<file path="config.mk">
export PLATFORM = sky130hd
export DESIGN_NAME = hex_rate_counter
export DESIGN_NICKNAME = d
export VERILOG_FILES = /design/src/rtl/hex_counter_pkg.sv /design/src/rtl/hex_rate_counter_divider.sv /design/src/rtl/hex_rate_counter.sv
export SDC_FILE = /design/constraint.sdc
export NUM_CORES = 1
export LEC_CHECK = 0
export ABC_AREA = 1
export BUFFER_PORTS_ARGS = -buffer_cell sky130_fd_sc_hd__buf_2
export CORE_MARGIN = 2
export CORE_UTILIZATION = 40
export CTS_BUF_LIST = sky130_fd_sc_hd__clkbuf_8
export CTS_CLUSTER_DIAMETER = 60
export DETAILED_ROUTE_END_ITERATION = 8
export GPL_TIMING_DRIVEN = 0
export PLACE_DENSITY = 0.63
export SLEW_MARGIN = 25
export SYNTH_ARGS = -nofsm -noshare
export SYNTH_HDL_FRONTEND = slang
export SYNTH_HIERARCHICAL = 1
export SYNTH_SLANG_ARGS = --single-unit
</file>
<file path="constraint.sdc">
create_clock -name Clock -period 4.55 [get_ports Clock]
set_input_delay 0.6825 -clock Clock [delete_from_list [all_inputs] [get_ports Clock]]
set_output_delay 0.6825 -clock Clock [all_outputs]
set_load 0.005 [all_outputs]
</file>
<file path="src/rtl/hex_counter_pkg.sv">
// Shared rate encoding and divider reload calculation for the hex rate counter.
package hex_counter_pkg;

    localparam logic [1:0] RATE_FAST = 2'b00;  // step on every enabled clock
    localparam logic [1:0] RATE_1HZ  = 2'b01;
    localparam logic [1:0] RATE_HALF = 2'b10;
    localparam logic [1:0] RATE_QTR  = 2'b11;

    // Wide enough for any sensible DIV_W; callers truncate to their own width.
    localparam int RELOAD_W = 32;

    // Divider reload value: one less than the number of cycles per step.
    function automatic logic [RELOAD_W-1:0] rate_reload(input logic [1:0]  rate,
                                                        input int unsigned ticks);
        logic [RELOAD_W-1:0] r;
        r = '0;
        case (rate)
            RATE_1HZ:  r = RELOAD_W'(ticks - 1);
            RATE_HALF: r = RELOAD_W'(2 * ticks - 1);
            RATE_QTR:  r = RELOAD_W'(4 * ticks - 1);
            default:   r = '0;
        endcase
        return r;
    endfunction

endpackage

</file>
<file path="src/rtl/hex_rate_counter_divider.sv">
// Down-counting clock divider that produces a one-cycle step request at the
// selected rate. Tracks the registered rate so a rate change costs one reload.
module rate_divider
    import hex_counter_pkg::*;
#(
    parameter int unsigned TICKS_PER_SEC = 50_000_000,
    parameter int          DIV_W         = 28
) (
    input  logic       Clock,
    input  logic       Resetn,
    input  logic       Enable,
    input  logic       Load,
    input  logic [1:0] Rate,
    output logic       step
);

    logic [DIV_W-1:0] d;
    logic [1:0]       rate_q;
    logic [DIV_W-1:0] reload_new;
    logic [DIV_W-1:0] reload_cur;

    assign reload_new = DIV_W'(rate_reload(Rate, TICKS_PER_SEC));
    assign reload_cur = DIV_W'(rate_reload(rate_q, TICKS_PER_SEC));

    // A step is due only when nothing of higher priority claims this edge.
    assign step = !Load && (Rate == rate_q) && Enable && (d == '0);

    // Divider and registered rate, with load/rate-change reloads taking priority.
    always_ff @(posedge Clock) begin
        // NOTE: sequential state uses non-blocking assignments so every register
        // samples pre-edge values regardless of statement order.
        if (!Resetn) begin
            d      <= reload_new;
            rate_q <= Rate;
        end else if (Load) begin
            d <= reload_new;
        end else if (Rate != rate_q) begin
            rate_q <= Rate;
            d      <= reload_new;
        end else if (!Enable) begin
            d <= d;
        end else if (d == '0) begin
            d <= reload_cur;
        end else begin
            d <= d - DIV_W'(1);
        end
    end

endmodule

</file>
<file path="src/rtl/hex_rate_counter.sv">
// Timed 4-bit up/down digit source feeding a hex-to-7-segment decoder.
// Holds the digit, load path and the Tick/Wrap status pulses.
module hex_rate_counter
    import hex_counter_pkg::*;
#(
    parameter int unsigned TICKS_PER_SEC = 50_000_000,
    parameter int          DIV_W         = 28
) (
    input  logic       Clock,
    input  logic       Resetn,
    input  logic       Enable,
    input  logic [1:0] Rate,
    input  logic       Up,
    input  logic       Load,
    input  logic [3:0] LoadVal,
    output logic [3:0] Count,
    output logic       Tick,
    output logic       Wrap
);

    logic       step;
    logic [3:0] count_next;
    logic       crossed;

    rate_divider #(
        .TICKS_PER_SEC (TICKS_PER_SEC),
        .DIV_W         (DIV_W)
    ) u_div (
        .Clock  (Clock),
        .Resetn (Resetn),
        .Enable (Enable),
        .Load   (Load),
        .Rate   (Rate),
        .step   (step)
    );

    // 4-bit modulo arithmetic wraps naturally; flag the F->0 / 0->F crossing.
    assign count_next = Up ? Count + 4'd1 : Count - 4'd1;
    assign crossed    = Up ? (Count == 4'hF) : (Count == 4'h0);

    // Digit register and status pulses; load beats a coincident step.
    always_ff @(posedge Clock) begin
        if (!Resetn) begin
            Count <= 4'h0;
            Tick  <= 1'b0;
            Wrap  <= 1'b0;
        end else if (Load) begin
            Count <= LoadVal;
            Tick  <= 1'b1;
            Wrap  <= 1'b0;
        end else if (step) begin
            Count <= count_next;
            Tick  <= 1'b1;
            Wrap  <= crossed;
        end else begin
            Tick <= 1'b0;
            Wrap <= 1'b0;
        end
    end

endmodule

</file>
# After elaboration in Yosys (flattened, before gate mapping)
# Index checks and enable logic that the tools add are counted.
# totals
ff_bits,36
inputBits,11
output_inout_bits,6
word_cells,47
# op_classes
addsub,3
n_eq_ne,12
muxes,16
n_bitwise,2
reduce_logical,9
# op_table
cell,count
28-bit case mux with 3 select lines,2
28-bit two-way mux,5
28-bit zero test,1
28-bit by 1-bit subtractor with 28-bit output (second input constant),1
4-bit two-way mux,3
2-bit == test (second input constant),4
2-bit two-way mux,3
4-bit by 1-bit adder with 4-bit output (second input constant),1
2-bit by 1-bit == test with 1-bit output (second input constant),2
4-bit == test (second input constant),1
4-bit zero test,1
4-bit by 1-bit inequality test with 1-bit output (second input constant),1
4-bit by 1-bit subtractor with 4-bit output (second input constant),1
1-bit logical AND,3
1-bit two-way mux,3
3-bit OR reduction,1
2-bit == test,1
2-bit by 1-bit inequality test with 1-bit output (second input constant),1
2-bit inequality test,1
2-bit inequality test (second input constant),1
1-bit inverter,2
2-bit AND reduction,1
2-bit nonzero test,1
1-bit zero test,1

# Logic depth before layout (Yosys ltp)
# Gate-level depths: netlist of run 1.
# depth
word_depth,7
ltp_mapped,14
ltp_nobuf,14

# Modules after synthesis
# The synthesis of run 1 kept the hierarchy.
# modules_own_cells
mod,n_inst,cells_each,area_each_um2,seq_area_each_um2
rate_divider,1,314,2387.3,900.9
hex_rate_counter,1,59,402.9,120.1

# Least setup slack after synthesis of run 1
# Ideal clock, no wire load.
# synth_path
path_type,in2reg
startpoint,in Rate[0]
endpoint,reg u_div.d[0] (enable)
setup_time_ns,0.452
t_arrival_ns,1.758
t_required_ns,4.098
slack_ns,2.340
stages,6
n_path_buf,0
cell_sequence,xnor2_1 nand2_1 nor2_4 nand2_2 inv_2 nand2_1
# synth_via
elab_chain_len,2
# synth_rtl
element,line,text
from (decl),hex_rate_counter.sv:12,"input logic [1:0] Rate,"
2-bit inequality test,hex_rate_counter_divider.sv:37,end else if (Rate != rate_q) begin
4-bit by 1-bit inequality test with 1-bit output (no source line),--,
to (signal assigned),hex_rate_counter_divider.sv:36,d <= reload_new;
to (signal assigned),hex_rate_counter_divider.sv:39,d <= reload_new;
to (signal assigned),hex_rate_counter_divider.sv:43,d <= reload_cur;
to (decl),hex_rate_counter_divider.sv:17,logic [DIV_W-1:0] d;
# Every way passes these cells.
# A chain may end at the register's enable or synchronous reset.

# Worst setup path after layout of run 1
# layout_path
startpoint,reg u_div.d[0]
endpoint,reg Wrap
# layout_via
elab_chain_len,4
# layout_rtl
element,line,text
from (signal assigned),hex_rate_counter_divider.sv:33,d <= reload_new;
from (signal assigned),hex_rate_counter_divider.sv:36,
from (signal assigned),hex_rate_counter_divider.sv:39,
28-bit zero test,hex_rate_counter_divider.sv:26,assign step = !Load && (Rate == rate_q) && Enable && (d == '0);
1-bit logical AND,hex_rate_counter_divider.sv:26,
net step,hex_rate_counter.sv:21,logic step;
1-bit inverter (no source line),--,
3-bit OR reduction (no source line),--,
to (signal assigned),hex_rate_counter.sv:54,Wrap <= crossed;
to (decl),hex_rate_counter.sv:18,output logic Wrap
# The timed path passes the listed nets, and every way through them passes these cells.

==> results of run 1 <==
[layout make-up]
| type | instances | area (um2) |
|---|---|---|
| Sequential cell | 36 | 1020 |
| Inverter | 48 | 180 |
| Timing Repair Buffer | 16 | 80.1 |
| Multi-Input combinational cell | 285 | 1550 |
| Tap cell | 80 | 100 |
| Clock inverter | 3 | 38.8 |
| Fill cell | 716 | 3680 |
| Buffer | 4 | 41.3 |
| Clock buffer | 5 | 68.8 |
[worst reg2reg max path, delay by kind of cell, from the launching register on]
| kind | cells | cell delay (ps) |
|---|---|---|
| DFF | 1 | 370 |
| adders and majority gates | 1 | 210 |
| and+or+nand+nor | 8 | 1320 |
| AOI/OAI and AO/OA | 1 | 90 |
| buffers and inverters | 2 | 250 |
[sequential cells by signal (all words and copies together) (netlist names)]
name	flops
Count	4
u_div/d	28
Wrap	1
Tick	1
u_div/rate_q	2
[logic make-up after synthesis]
group / Yosys count
xor+xnor: 19
simple gates: 218
buf+inv: 52
flops: 36
compound gates: 35
fa+ha+maj: 13
[placed cells by master (no fill, tap or decap), drive strengths merged]
cell / count
a21oi: 17
a22oi: 1
buf: 20
bufinv: 1
clkbuf: 5
clkinv: 1
dfxtp: 6
edfxtp: 30
fa: 1
ha: 12
inv: 49
nand2: 107
nand3: 29
nand4: 4
nor2: 67
nor3: 7
nor4: 1
o21ai: 17
or2: 3
xnor2: 6
xor2: 13
[metrics by stage]
step / cell area [um2] / setup slack [ps] / utilization
final: 3080 / 2250 / 0.456
after global routing: 3080 / 2010 / 0.456
after CTS: 3080 / 2220 / 0.456
after detailed placement: 2970 / 2130 / 0.440
after global placement: 2970 / 1700 / 0.440
after floorplan: 2790 / 2340 / -
[routing by layer]
layer / vias to the layer above / GRT usage / routed length [um]
met1: 1089 / 0.248 / 3060
met3: 5 / 0.0313 / 295
met4: 0 / 0.0587 / 60
met2: 51 / 0.277 / 2780
li1: 1240 / - / -
met5: - / 0 / 0
[worst max path at each step]
stage	to	slack [ps]	cells past startpoint
CTS	Wrap	2220	12
detailed placement	u_div/d[14]	2130	7
global route	Wrap	2010	12
finish	Wrap	2250	12
floorplan	u_div/d[0]	2340	6
global placement	u_div/d[15]	1700	7
[report_power, final]
group          switching, mW  internal (mW)  leakage, nW
Clock                  0.121          0.160       0.0593
Sequential            0.0343          0.392        0.363
Combinational          0.101         0.0592        0.951
Total                  0.256          0.612         1.37
==> results.ini, run 1 <==
[run_status]
status=complete, no violations

[cells_and_area]
insertedDiodeCount=0
synthToLayoutAreaGrowth_pct=10.4
stdcell_count=477
drive_above_1_share=0.184
nets=420

[sta]
relSlewSlack=0.545
clock_skew_ps=5.33
fmax_mhz=436
hold_viol=0
slew_viol_final=0
finalSetupTns_ps=0
timing.hold.ws_ps=567
min_period_ps=2300
rsz0062_at_grt=false
worst_pin_slew_ps=681
fin_crit_sh=0.504
setup_violations=0

[detailed_routing]
drtPass1Iterations=4
avgRoutedWirePerCell_um=13.0
drt_iter0_markers=149
via_count=2385
drc=0
wirelength_um=6200
antenna_left=0
vias_per_cell=5.00

[worst_setup_path]
reg2reg_depth=12
crit_path_top_delay_cell=nor4_1
cp_num_buf_inv=2
cp_max_fo=10
rrSetupSlack_ps=2250
critPathRequiredTime_ps=4790
start_kind=flip-flop
crit_family=simple AND/OR/NAND/NOR gates
r2r_start=u_div/d[0]
worstReg2RegEnd=Wrap
path_cells=inv_1, ha_1, nand2_1, nor2_1, nand2_1, nor2_4, nand2_4, nor4_1, inv_2, nor3_2, nand2_1, a21oi_2
crit_start=u_div/d[0]
critPathMaxStageDelay_ps=500
crit_top_cell=nand2_1
end_kind=flip-flop
worstPathArrival_ps=2540
critPathKind=flip-flop to flip-flop

[die]
die-area_um2=7660
pin_count=17
start_util=0.413
die_x_um=87.5
coreArea_um2=6760
die_h_um=87.5
rows=30

[hold_path]
min-delay-start=Count[3]
hold_path_end=Wrap
hold_depth=2
hold_path.class=flip-flop to flip-flop

[global_routing]
track_usage=0.177
grt_pass1_wl_um=10600
antenna_found_initial=0
grt_overflow=0
grt_max_degree=29
grt_pass1_vias=2257

[synth]
yosys_warnings=6
synth_compound_area_frac=0.0825
async_reset_ff_frac=0
synth_cell_types=30
synth_common_cells=103 x nand2_1, 52 x nor2_1, 37 x inv_1
yosysSeqAreaShare=0.366
synth_area_leaders=edfxtp_1 32%, nand2_1 14%, nor2_1 7.0%, ha_1 5.4%, nand3_1 5.0%
synth.most_common_cell=nand2_1
synthAdderAreaFrac=0.0610
ys_ff_latch=36
synth.area.mux_share=0
synthFlopType=edfxtp_1
syn_nets=397
syn_inst=373
yosys.area_share.simple=0.352
netlist_area_um2=2790
synth_edf_count=30
synthXorXnorAreaFrac=0.0596
synth_top_family_by_area=simple AND/OR/NAND/NOR gates
synth_top_area_frac=0.323
synth_top_area_cell=edfxtp_1
synth_area_per_cell_um2=7.48

[pwr]
ir_drop_mv=0.145
power_density_nw_per_um2=282
total_power_uw=868
power.leakage_nw=1.37

[clock_network]
clockRootBuffer=clkbuf_8
cts_resized=0
cts_tree=built
h-tree-depth=2
cts_setup_buffers=0
clkSinkCount=36
clock_path_buffers=2
hold_buffers=0
clkTransAtPathRegs_ps=80
numCtsBuffers=5
clk_latency_ps=300

[placement]
place_congestion=0.911
dp_cells=469
dpl.hpwl_um=4830
io_buffers=16

[job]
max_cap_violations=0

No activity file was read; power rests on OpenSTA's default activity.
==> inputs of run 2 (changes only) <==
PLACE_DENSITY = 0.65   (was 0.63)
clock period = 2 ns   (was 4.55 ns; I/O delays follow)
==> results.ini, run 2 (same netlist as run 1, synthesis figures left out) <==
[run_status]
status=complete, no violations

[cells_and_area]
regMostFlops=u_div/d
top_regs=u_div/d: 28 flops, Count: 4 flops, u_div/rate_q: 2 flops
drive_above_1_share=0.234  ; +0.0503
insertedDiodeCount=0  ; unchanged
largest_reg_flops=28  ; unchanged
nFillCells=671  ; -6.3%
multi_input_area_um2=1610  ; +3.6%
final_common_cell=nand2_1
mostFrequentLayoutCells=102 x nand2_1, 48 x nor2_1, 35 x inv_1
register_area_um2=1020  ; unchanged
synthToLayoutAreaGrowth_pct=16.5
nets=433  ; +3.1%
final_core_util=0.481  ; +0.0252

[pwr]
power.switching_uw=599  ; +130%
pwr-share-seq=0.482  ; -0.009
power_frac_clock=0.321  ; -0.003
p_int_mw=1.41  ; +130%
p_comb_frac=0.197  ; +0.012
switching_share=0.298  ; +0.00264
power_density_nw_per_um2=619  ; +120%
ir_drop_mv=0.346  ; +140%
power.leakage_nw=1.45  ; +5.6%
total_power_mw=2.01  ; +130%

[detailed_routing]
antenna_left=0  ; unchanged
vias_per_cell=4.91  ; -1.8%
avgRoutedWirePerCell_um=12.7  ; -2.3%
drc=0  ; unchanged
drt_iter0_markers=246  ; +65%
wirelength_um=6230  ; +0.39%
via_count=2406  ; +0.88%
drtPass1Iterations=4  ; unchanged

[sta]
fin_crit_sh=0.963  ; +0.458
rsz0062_at_grt=true
min_period_ps=1930  ; -370 ps
hold_viol=0  ; unchanged
setup_violations=0  ; unchanged
slew_viol_final=0  ; unchanged
timing.hold.ws_ps=266  ; -301 ps
worst_pin_slew_ps=406  ; -275 ps
relSlewSlack=0.730  ; +0.185
clock_skew_ps=7.70  ; +2.37 ps
final.setup.worst_slack_ps=74.7  ; -2180 ps
fmax_mhz=519  ; +19%

[hold_path]
min-delay-start=Rate[1]
hold_depth=1  ; -1
hold_path_end=u_div/rate_q[1]
hold_path.class=primary input to flip-flop

[global_routing]
grt_pass1_wl_um=10500  ; -0.27%
grt_max_degree=29  ; unchanged
grt_overflow=0  ; unchanged
track_usage=0.174  ; -0.00297
grt_pass1_vias=2330  ; +3.2%
antenna_found_initial=0  ; unchanged

[clock_network]
clkSinkCount=36  ; unchanged
hold_buffers=0  ; unchanged
clockRootBuffer=clkbuf_8
clkTransAtPathRegs_ps=70  ; about the same
clock_path_buffers=2  ; unchanged
clk_latency_ps=290  ; about the same
cts_tree=built
h-tree-depth=2  ; unchanged
numCtsBuffers=5  ; unchanged

[die]
pin_count=17  ; unchanged
coreArea_um2=6760  ; unchanged
die_h_um=87.5  ; unchanged
start_util=0.413  ; unchanged
die_x_um=87.5  ; unchanged
die-area_um2=7660  ; unchanged
rows=30  ; unchanged

[worst_setup_path]
worstReg2RegEnd=u_div/d[23]
worstPathArrival_ps=2070  ; -470 ps
critPathRequiredTime_ps=2140  ; -2650 ps
reg2reg_depth=11  ; -1
rrSetupSlack_ps=70  ; -2180 ps
r2r_start=u_div/d[8]
crit_path_top_delay_cell=edfxtp_1
end_kind=flip-flop
start_kind=flip-flop
critPathMaxStageDelay_ps=450  ; -50 ps
path_cells=nor2_2, nand2_2, inv_2, nand2_2, nor2_4, nand2_4, buf_6, o21ai_4, inv_2, buf_12, a21oi_2
cp_max_fo=10  ; unchanged
critPathKind=flip-flop to flip-flop

[placement]
io_buffers=16  ; unchanged
post-place-ws_ps=-144  ; -2280 ps
dpl.hpwl_um=4770  ; -1.2%
place_congestion=0.877  ; -3.8%

[job]
max_cap_violations=0  ; unchanged

[run 2: cell types whose count changed in the layout (fill, tap and decap cells not counted), moves of 2 or more]
cell | before | now
buf_4 | 1 | 13
ha_1 | 12 | 10
inv_1 | 38 | 35
inv_4 | 0 | 2
nand2_2 | 4 | 2
nand2_4 | 1 | 3
nor2_1 | 52 | 48
nor2_2 | 9 | 12
[run 2: worst max path at each step]
| stage | start | endpoint | slack (ps) | cells after the start |
|---|---|---|---|---|
| 3_5_place_dp | u_div/d[0] | Wrap | -140 | 12 |
| 3_3_place_gp | u_div/rate_q[0] | u_div/d[23] | -460 | 6 |
| 5_1_grt | u_div/d[0] | u_div/d[16] | -20 | 10 |
| 4_1_cts | u_div/d[0] | Count[0] | 20 | 14 |
| 2_1_floorplan | u_div/rate_q[0] | u_div/d[0] | -10 | 6 |
| 6_report | u_div/d[8] | u_div/d[23] | 70 | 11 |
[run 2: area by class of cell]
cell class / count / area share
plain buffers: 4 / 0.0154
clock buffers: 5 / 0.0212
clock inverters: 3 / 0.0127
inverters: 48 / 0.0562
multi-input cells: 285 / 0.494
flip-flops and latches: 36 / 0.314
well taps: 80 / 0.0308
repair buffers: 29 / 0.0558
[run 2: power groups by stage]
stage               Sequential, mW  Clock (mW)  Combinational (mW)
floorplan                    0.962           0               0.281
global placement             0.984           0               0.357
detailed placement           0.985           0               0.364
CTS                          0.967       0.663               0.378
global route                 0.976       0.683               0.451
finish                       0.969       0.646               0.397
[run 2: critical path, delay by kind of cell (launching register included)]
family	cells	cell delay, ps
buf+inv	4	430
compound gates	2	320
flops	1	450
simple gates	5	600
[run 2: metrics by stage]
stage / std cells / cell area [um2] / TNS (ps)
6_report: 490 / 3250 / 0
5_1_grt: 490 / 3250 / -130
4_1_cts: 482 / 3140 / 0
3_5_place_dp: 469 / 2980 / -2850
3_3_place_gp: 469 / 2980 / -13190
2_1_floorplan: 373 / 2800 / -272
[run 2: what timing repair did]
item | in CTS | in global routing
setup endpoints to repair | 33 | 26
setup buffers | 5 | 8
gates resized for setup | 6 | 12
pin swaps | 3 | 5
gates cloned | 0 | 0
[run 2: routing by layer]
layer / GRT usage / vias up / wire length (um)
li1: - / 1261 / -
met1: 0.233 / 1095 / 3100
met2: 0.293 / 39 / 2830
met3: 0.0256 / 11 / 206
met4: 0.0503 / 0 / 86
met5: 0 / - / 0
==> inputs of run 3 (changes only) <==
SYNTH_HIERARCHICAL = not set   (was 1)
==> results.ini, run 3 <==
[sta]
slew_viol_final=0  ; unchanged
min_period_ps=1930  ; +7.42 ps
finalSetupTns_ps=0  ; unchanged
setup_violations=0  ; unchanged
rsz0062_at_grt=true
hold_viol=0  ; unchanged
timing.hold.ws_ps=241  ; -24.8 ps
clock_skew_ps=7.71  ; +0.00649 ps
worst_pin_slew_ps=403  ; -2.59 ps
fin_crit_sh=0.966  ; +0.00371
relSlewSlack=0.731  ; +0.00173
fmax_mhz=517  ; -0.38%

[synth]
netlist_area_um2=2790  ; -0.13%
syn_inst=361  ; -3.2%
synth_area_per_cell_um2=7.72  ; +3.2%
synth_edf_count=30  ; unchanged
synth_top_area_cell=edfxtp_1
syn_nets=385  ; -3.0%
synth.most_common_cell=nand2_1
synth_cell_types=36  ; +20%
synth_area_leaders=edfxtp_1 32%, nand2_1 12%, inv_1 5.9%, ha_1 5.4%, nor2_1 4.4%
synth_top_area_frac=0.323  ; +0.000435
synth_common_cells=88 x nand2_1, 44 x inv_1, 33 x nor2_1
yosysSeqAreaShare=0.366  ; +0.000493
synthFlopType=edfxtp_1
ys_ff_latch=36  ; unchanged
async_reset_ff_frac=0  ; unchanged
yosys_warnings=0  ; -6

[detailed_routing]
met3_length_um=302  ; +47%
wirelength_um=6150  ; -1.2%
wl_met1_um=2860  ; -7.8%
antenna_left=0  ; unchanged
drc=0  ; unchanged
via_count=2396  ; -0.42%
avgRoutedWirePerCell_um=13.0  ; +2.3%
drt_iter0_markers=165  ; -33%
vias_per_cell=5.07  ; +3.2%
drtPass1Iterations=4  ; unchanged
top_layer=met4
wl_met2_um=2870  ; +1.5%

[cells_and_area]
drive_above_1_share=0.267  ; +0.0330
final_core_util=0.476  ; -0.00463
final_common_cell=nand2_1
nFillCells=639  ; -4.8%
mostFrequentLayoutCells=83 x nand2_1, 42 x inv_1, 30 x nor2_1, 30 x edfxtp_1, 22 x a21oi_1
nets=416  ; -3.9%
top_regs=u_div.d: 28 flops, Count: 4 flops, u_div.rate_q: 2 flops
largest_reg_flops=28  ; unchanged
synthToLayoutAreaGrowth_pct=15.5
insertedDiodeCount=0  ; unchanged
regMostFlops=u_div.d
register_area_um2=1020  ; unchanged
multi_input_area_um2=1620  ; +0.86%

[run_status]
status=complete, no violations

[die]
rows=30  ; unchanged
pin_count=17  ; unchanged
start_util=0.412  ; -0.000556
die_h_um=87.5  ; about the same
coreArea_um2=6760  ; unchanged
die_x_um=87.5  ; about the same
die-area_um2=7650  ; -0.14%

[clock_network]
clock_path_buffers=2  ; unchanged
clockRootBuffer=clkbuf_8
clkTransAtPathRegs_ps=80  ; about the same
hold_buffers=0  ; unchanged
clk_latency_ps=300  ; about the same
numCtsBuffers=5  ; unchanged
cts_tree=built
clkSinkCount=36  ; unchanged
h-tree-depth=2  ; unchanged

[worst_setup_path]
cp_num_buf_inv=1  ; -3
worstPathArrival_ps=1980  ; -90 ps
path_cells=inv_2, ha_2, nand2_1, nor2_2, nand2_2, nor2_4, nand2_2, o21ai_1, a21oi_1, o21ai_1, nand2_1
end_kind=flip-flop
critPathKind=flip-flop to flip-flop
critPathRequiredTime_ps=2050  ; -90 ps
rrSetupSlack_ps=70  ; about the same
critPathMaxStageDelay_ps=410  ; -40 ps
crit_family=simple AND/OR/NAND/NOR gates
cp_max_fo=4  ; -6
start_kind=flip-flop
crit_path_top_delay_cell=edfxtp_1

[pwr]
ir_drop_mv=0.260  ; -25%
power_density_nw_per_um2=623  ; +0.66%
total_power_mw=2.01  ; -0.31%
power.leakage_nw=1.47  ; +1.6%

[global_routing]
grt_pass1_wl_um=10200  ; -2.6%
track_usage=0.170  ; -0.00404
grt_pass1_vias=2252  ; -3.3%
antenna_found_initial=0  ; unchanged
grt_overflow=0  ; unchanged
grt_max_degree=29  ; unchanged

[hold_path]
hold_path.class=primary input to flip-flop

[job]
max_cap_violations=0  ; unchanged

[placement]
io_buffers=15  ; -1
dpl.hpwl_um=4540  ; -5.0%
place_congestion=0.893  ; +1.9%

==> run 3: routing by layer <==
metal | vias up | global-route usage
met2 | 61 | 0.273
met1 | 1091 | 0.228
met3 | 11 | 0.0351
met4 | 0 | 0.0559
li1 | 1233 | -
met5 | - | 0
==> run 3: final timing paths <==
| check | end | depth (start not counted) | start |
|---|---|---|---|
| worst max-delay path | u_div.d[16] | 11 | u_div.d[0] |
| worst min-delay path | u_div.rate_q[1] | 1 | Rate[1] |
| worst max register to register | u_div.d[16] | 11 | u_div.d[0] |
| worst min register to register | Wrap | 2 | Count[2] |
==> run 3: final cells by class <==
class                           count  area share
Sequential cell                    36       0.317
Buffer                              3     0.00972
Clock buffer                        5      0.0214
Inverter                           50      0.0606
Multi-Input combinational cell    272       0.503
Tap cell                           80      0.0311
Clock inverter                      3      0.0128
Timing Repair Buffer               24      0.0443
==> run 3: timing repair <==
action                                  4_1_cts  5_1_grt
gates resized for setup                       1       23
buffers inserted                              0        9
endpoints found under the setup margin       28       20
pin swaps                                     0       11
==> run 3: kinds of logic after synthesis <==
family | count (synthesis) | share of synthesized area
compound gates | 61 | 0.121
fa+ha+maj | 13 | 0.0611
xor+xnor | 10 | 0.0314
buf+inv | 53 | 0.0799
flops | 36 | 0.366
simple gates | 188 | 0.340
==> run 3: power breakdown <==
| part | switching (mW) | total, mW | internal [mW] |
|---|---|---|---|
| Sequential | 0.0782 | 0.966 | 0.888 |
| Clock | 0.303 | 0.673 | 0.370 |
| Combinational | 0.227 | 0.366 | 0.139 |
==> run 3: per-stage QoR <==
stage / area, um2 / instances / setup WS [ps]
2_1_floorplan: 2790 / 361 / 157
3_3_place_gp: 2960 / 456 / -44.0
3_5_place_dp: 2960 / 456 / -78.5
4_1_cts: 3070 / 464 / 22.8
5_1_grt: 3220 / 473 / -18.0
6_report: 3220 / 473 / 67.3
